### src/rtl/rx_serial_8e1.sv
// rx_serial_8e1: 8E1 UART receiver with even-parity and framing checks.
// Define RX_SERIAL_SYNC_EN to pass dado_serial through a two-flop synchronizer (+2 cycles latency).
module rx_serial_8e1 #(
    parameter int M = 434,
    parameter int N = 9
) (
    input  logic       clock,
    input  logic       reset,
    input  logic       dado_serial,
    input  logic       recebe,
    output logic [7:0] dados_ascii,
    output logic       pronto,
    output logic       tem_dado,
    output logic       erro_paridade,
    output logic       erro_stop,
    output logic [3:0] db_estado
);
    typedef enum logic [3:0] {
        IDLE     = 4'd0,
        START    = 4'd1,
        DADOS    = 4'd2,
        PARIDADE = 4'd3,
        STOP     = 4'd4,
        FIM      = 4'd5
    } state_t;

    state_t st_q, st_d;
    logic [N-1:0] cnt_q, cnt_d;
    logic [2:0] bit_q, bit_d;
    logic [7:0] sr_q, sr_d, dados_q, dados_d;
    logic par_q, par_d, armed_q, armed_d, pronto_q, pronto_d;
    logic tem_q, tem_d, ep_q, ep_d, es_q, es_d;
    logic rx, wrap, half;

`ifdef RX_SERIAL_SYNC_EN
    logic [1:0] sync_q;
    always_ff @(posedge clock or posedge reset)
        if (reset) sync_q <= 2'b11;
        else       sync_q <= {sync_q[0], dado_serial};
    assign rx = sync_q[1];
`else
    assign rx = dado_serial;
`endif

    assign wrap = cnt_q == N'(M - 1);
    assign half = cnt_q == N'(M / 2 - 1);

    always_comb begin
        st_d     = st_q;
        cnt_d    = wrap ? '0 : cnt_q + N'(1);
        bit_d    = bit_q;
        sr_d     = sr_q;
        par_d    = par_q;
        dados_d  = dados_q;
        ep_d     = ep_q;
        es_d     = es_q;
        pronto_d = 1'b0;
        armed_d  = armed_q | rx;
        tem_d    = tem_q & ~recebe;
        case (st_q)
            IDLE: if (armed_q && !rx) begin
                st_d  = START;
                cnt_d = '0;
                bit_d = '0;
            end
            START: if (half) begin
                st_d  = rx ? IDLE : DADOS;
                cnt_d = '0;
            end
            DADOS: if (wrap) begin
                sr_d  = {rx, sr_q[7:1]};
                bit_d = bit_q + 3'd1;
                st_d  = (bit_q == 3'd7) ? PARIDADE : DADOS;
            end
            PARIDADE: if (wrap) begin
                par_d = rx;
                st_d  = STOP;
            end
            STOP: if (wrap) begin
                st_d     = FIM;
                dados_d  = sr_q;
                ep_d     = ^{sr_q, par_q};
                es_d     = ~rx;
                pronto_d = 1'b1;
                tem_d    = tem_d | (~^{sr_q, par_q} & rx);
            end
            // a good frame keeps tem_dado set through FIM so a recebe there cannot clear it
            FIM: begin
                st_d    = IDLE;
                armed_d = 1'b0;
                tem_d   = tem_d | ~(ep_q | es_q);
            end
            default: st_d = IDLE;
        endcase
    end

    always_ff @(posedge clock or posedge reset)
        if (reset) begin
            st_q     <= IDLE;
            cnt_q    <= '0;
            bit_q    <= '0;
            sr_q     <= '0;
            par_q    <= 1'b0;
            dados_q  <= '0;
            armed_q  <= 1'b0;
            pronto_q <= 1'b0;
            tem_q    <= 1'b0;
            ep_q     <= 1'b0;
            es_q     <= 1'b0;
        end else begin
            st_q     <= st_d;
            cnt_q    <= cnt_d;
            bit_q    <= bit_d;
            sr_q     <= sr_d;
            par_q    <= par_d;
            dados_q  <= dados_d;
            armed_q  <= armed_d;
            pronto_q <= pronto_d;
            tem_q    <= tem_d;
            ep_q     <= ep_d;
            es_q     <= es_d;
        end

    assign dados_ascii   = dados_q;
    assign pronto        = pronto_q;
    assign tem_dado      = tem_q;
    assign erro_paridade = ep_q;
    assign erro_stop     = es_q;
    assign db_estado     = st_q;
endmodule

### config.mk
export PLATFORM = sky130hd
export DESIGN_NAME = rx_serial_8e1
export DESIGN_NICKNAME = d
export VERILOG_FILES = /design/src/rtl/rx_serial_8e1.sv
export SDC_FILE = /design/constraint.sdc
export NUM_CORES = 1
export LEC_CHECK = 0
export CORE_MARGIN = 2
export CORE_UTILIZATION = 55
export DETAILED_ROUTE_END_ITERATION = 7
export DONT_BUFFER_PORTS = 1
export HOLD_SLACK_MARGIN = 0.12
export PLACE_DENSITY_LB_ADDON = 0.1
export SYNTH_ARGS = -nofsm -noshare
export SYNTH_HDL_FRONTEND = slang
export SYNTH_SLANG_ARGS = --single-unit
### constraint.sdc
create_clock -name clock -period 5.35 [get_ports clock]
set_clock_uncertainty 0.05 [all_clocks]
set_input_delay 0.8025 -clock clock [delete_from_list [all_inputs] [get_ports clock]]
set_output_delay 0.8025 -clock clock [all_outputs]
set_load 0.01 [all_outputs]
======== Word-level counts from Yosys, hierarchy flattened ========
Cells that the tools add are included.
W data, S select, Z words.
cells by class
  mux-type cells .......................... 20
  reductions and logical operators ........ 11
  equality and inequality tests ........... 13
  bitwise logic cells ..................... 9
  add/subtract/negate cells ............... 2
operators with widths
  cell                   count
  $mux W9                3
  $mux W4                5
  $pmux W4 S5            1
  $pmux W9 S2            1
  $ne A2 B2 Y1 const B   5
  $add A9 B1 Y9 const B  1
  $eq A9 B8 Y1 const B   1
  $eq A9 B9 Y1 const B   1
  $reduce_xnor A9 Y1     1
  $reduce_xor A9 Y1      1
  $eq A4 B2 Y1 const B   2
  $eq A4 B3 Y1 const B   2
  $mux W3                2
  $pmux W3 S2            1
  $reduce_and A2 Y1      3
  $mux W1                5
  $reduce_and A5 Y1      1
  $eq A4 B1 Y1 const B   1
  $logic_not A4 Y1       1
  $or A1 B1 Y1           4
  $add A3 B1 Y3 const B  1
  $eq A3 B3 Y1 const B   1
  $not A1 Y1             3
  $reduce_and A3 Y1      1
  6 further kinds        7
word-level totals
  logic and storage cells ................. 66
  output and inout port bits .............. 16
  register bits ........................... 38
  bits of input ports ..................... 4

======== Longest topological paths before layout ========
  word-level depth ........................ 5
  depth in mapped cells ................... 7

======== Least setup slack after synthesis ========
Ideal clock, no wire load.
  path type ............................... in2reg
  start point ............................. input port dado_serial
  end point ............................... register cnt_q[2]
  path buffers ............................ 0
  data arrival time ....................... 1.734 ns
  stages on the path ...................... 4
  required time ........................... 5.166 ns
  setup slack ............................. 3.433 ns
  cell sequence ........................... or3b_2 o31a_1 o31ai_4 nor2_1
on the way
  cells in the longest elaborated chain, start to end .. 4
RTL lines
  what                  RTL line  RTL
  from (decl)           9         input logic dado_serial,
  $logic_not A1 Y1      61        IDLE: if (armed_q && !rx) begin
  $logic_and A1 B1 Y1   61
  $mux W9               61
  $pmux W9 S2           60        case (st_q)
  named net cnt_d[2]    28        logic [N-1:0] cnt_q, cnt_d;
  to (signal assigned)  112       cnt_q <= cnt_d;
  to (decl)             28
The timed path passes the listed nets, and every way through them passes these cells.
A chain may end at the register's enable or synchronous reset.

======== Worst setup path after layout ========
  start point ............................. register cnt_q[1]
  end point ............................... register ep_q, in the netlist erro_paridade
on the way
  cells in the longest elaborated chain, start to end .. 2
RTL lines
  what                                RTL line  RTL
  $eq A9 B9 Y1                        45        assign wrap = cnt_q == N'(M - 1);
  $reduce_and A2 Y1 (no source line)  n/a
  to (signal assigned)                120       ep_q <= ep_d;
  to (decl)                           32        logic tem_q, tem_d, ep_q, ep_d, es_q, es_d;
No other way between the ends.

==> results_dict.tcl <==
set metrics [dict create \
    power.density_mw_per_mm2 221 \
    crit_buf_inv 2 \
    max_cap_viol_count 0 \
    rows 20 \
    end_kind "register" \
    required_ps 5510 \
    hold_viol_final 0 \
    finalSetupViolations 0 \
    min_path_type "primary input to async pin" \
    drtIter0Drc 97 \
    slew_violations 0 \
    synth_top_area_share_pct 50.9 \
    fin_nets 160 \
    cp_top_family "simple AND/OR/NAND/NOR gates" \
    tritoncts "done" \
    wirelength_microns 2920 \
    cts_hold_repair.buffers 0 \
    cts_buffer_depth 2 \
    layout-drive-gt1-share_pct 21.3 \
    fmax_ghz 0.474 \
    cp_max_fo 12 \
    ctsResizeCount 0 \
    yosysTopAreaCell "dfrtp_1" \
    synthFlopType "dfrtp_1" \
    critical_path_class "register to register" \
    crit_path_start_kind "register" \
    postSynthCellCount 149 \
    yosys-top-cells-area "dfrtp_1 (51%), mux2_2 (7.4%), mux2_4 (5.8%), xnor2_1 (4.3%), ha_1 (3.4%)" \
    htreeDepth 2 \
    register_area_sq_um 926 \
    drc 0 \
    status "completed" \
    utilization_pct 60.9 \
    multi_input_area_sq_um 828 \
    antenna_left 0 \
    crit_path_top_delay_cell "or4_4" \
    slew_headroom_pct 62.7 \
    grt_use_total_pct 17.4 \
    cp.arrival_ps 2270 \
    cts_root_buf "clkbuf_4" \
    synth_edf_count 0 \
    die_w_microns 61.5 \
    place_congestion 0.851 \
    async_flop_share_pct 100 \
    dpl.hpwl_microns 2080 \
    die_y_microns 61.5 \
    fillers 274 \
    antenna_found_initial 0 \
    rsz0062_at_grt "no" \
    port_buffers 0 \
    ys_warn_count 0 \
    coreArea_sq_mm 0.00310 \
    drt_first_pass_iters 4 \
    grt_first_pass_wirelength_microns 4820 \
    finalCritPeriodShare_pct 39.4 \
    final.min_clock_period_ps 2110 \
    ioPinCount 20 \
    worstSkewPairLatency_ps 310 \
    grt_max_degree 38 \
    viasPerCell 5.53 \
    syn2layout_area_growth_pct 3.85 \
    fin_setup_tns_ps 0 \
    syn_nets 158 \
    clk_pin_slew_ps 100 \
    grt-ovfl-total 0 \
    cts.sinks 37 \
    vdd_drop_max_v 0.000138 \
    cts_buffers 5 \
    synth_area_per_cell_sq_um 12.2 \
    diodes 0 \
    crit_top_cell "inv_1" \
    start_util_pct 58.6 \
    routedWlPerCell_microns 15.0 \
    grt_pass1_vias 1044 \
    vias 1072 \
    ys_types 40 \
    synth-seq-cells 37 \
    dieArea_sq_mm 0.00378 \
    path_cells "inv_1, ha_1, nand4bb_4, or4_4, inv_1, mux2_2" \
    syn_area_sq_mm 0.00182 \
    cts_setup_buffers 0 \
    power_leakage_nw 0.920 \
    critPathMaxStageDelay_ps 660 \
    yosysSeqAreaShare_pct 50.9 \
    tightest_slew_ps 560 \
]
-- cells in the mapped netlist, types with 2 or more instances --
library cell and number:
a22o_1 5, xnor2_1 9, nor2_1 15, inv_1 8, mux2_2 12, clkbuf_1 2
mux2_4 7, o21ai_0 4, a21oi_1 3, nor2b_1 2, xor2_1 4, ha_1 5
a211oi_1 2, nand3_1 5, nand2_1 3, nor3_1 2, nand4b_1 2, dfrtp_1 37
-- registers in the layout, indices dropped and copies added, names as in the netlist --
| signal | count |
|---|---|
| cnt_q | 9 |
| dados_ascii | 8 |
| sr_q | 8 |
| bit_q | 3 |
| db_estado | 3 |
| armed_q | 1 |
| erro_paridade | 1 |
| erro_stop | 1 |
| par_q | 1 |
| pronto | 1 |
| tem_dado | 1 |
-- metrics by stage --
step | cells | power [mW] | setup WS (ps) | area, sq um | hold WS (ps)
global route | 194 | 0.438 | 3150 | 1890 | 440
floorplan | 149 | 0.296 | 3430 | 1820 | 421
global placement | 188 | 0.298 | 3310 | 1850 | 446
detailed placement | 188 | 0.298 | 3250 | 1850 | 460
finish | 194 | 0.417 | 3240 | 1890 | 411
CTS | 194 | 0.423 | 3240 | 1890 | 420
-- power by group --
group | internal [mW] | total, mW | switching, mW | leakage, nW
Clock | 0.0456 | 0.124 | 0.0787 | 0.0269
Sequential | 0.280 | 0.281 | 0.000748 | 0.482
Combinational | 0.00384 | 0.0115 | 0.00761 | 0.411
-- final timing paths --
check / from / to / slack [ps] / cells after the start
max in group asynchronous: reset / cnt_q[0]$_DFF_PP0_ / 4520 / 2
min: reset / sr_q[5]$_DFFE_PP0P_ / 410 / 2
max reg2reg: cnt_q[1]$_DFF_PP0_ / erro_paridade$_DFFE_PP0P_ / 3240 / 6
min in group clock: cnt_q[0]$_DFF_PP0_ / cnt_q[0]$_DFF_PP0_ / 460 / 1
min reg2reg: cnt_q[0]$_DFF_PP0_ / cnt_q[0]$_DFF_PP0_ / 460 / 1
max: cnt_q[1]$_DFF_PP0_ / erro_paridade$_DFFE_PP0P_ / 3240 / 6
-- cell families after synthesis --
family	share of synthesized area [%]
AOI/OAI and AO/OA	8.18
and+or+nand+nor	13.0
buffers and inverters	3.58
xor gates and xnor gates	7.50
DFF	50.9
other	0.206
adders and majority gates	3.44
muxes	13.2
-- cell type report --
cell class	instances	share of cell area (%)
multi-input combinational	98	43.8
tap	44	2.91
timing repair buffer	1	0.397
clock inverter	1	0.265
sequential	37	49.0
inverter	8	1.59
clock buffer	5	1.99
-- placed cells by master, fill, tap and decap left out --
| master | count |
|---|---|
| a211o_1 | 1 |
| a211oi_1 | 2 |
| a21oi_1 | 3 |
| a22o_1 | 5 |
| a32oi_1 | 1 |
| and3_1 | 1 |
| and3_2 | 1 |
| buf_4 | 1 |
| clkbuf_4 | 5 |
| clkinv_2 | 1 |
| conb_1 | 1 |
| dfrtp_1 | 37 |
| ha_1 | 5 |
| inv_1 | 8 |
| mux2_2 | 12 |
| mux2_4 | 7 |
| nand2_1 | 3 |
| nand2b_1 | 1 |
| nand3_1 | 5 |
| nand3b_1 | 1 |
| nand4_1 | 1 |
| nand4b_1 | 2 |
| nand4bb_4 | 1 |
| nor2_1 | 15 |
| nor2b_1 | 2 |
| nor3_1 | 2 |
| nor4_1 | 1 |
| o21ai_0 | 4 |
| o31a_1 | 1 |
| o31ai_1 | 1 |
| o31ai_4 | 1 |
| or2_2 | 1 |
| or3b_2 | 1 |
| or4_4 | 1 |
| or4b_1 | 1 |
| xnor2_1 | 9 |
| xnor3_1 | 1 |
| xor2_1 | 4 |
-- metal layers --
metal / vias to the layer above / GRT usage [%] / part of all wire (%)
li1: 521 / - / -
met1: 529 / 23.6 / 50
met2: 20 / 27.2 / 45
met3: 2 / 6.09 / 4.7
met4: 0 / 3.65 / 0.65
met5: - / 0 / 0
Power figures use the tool's default switching activity.
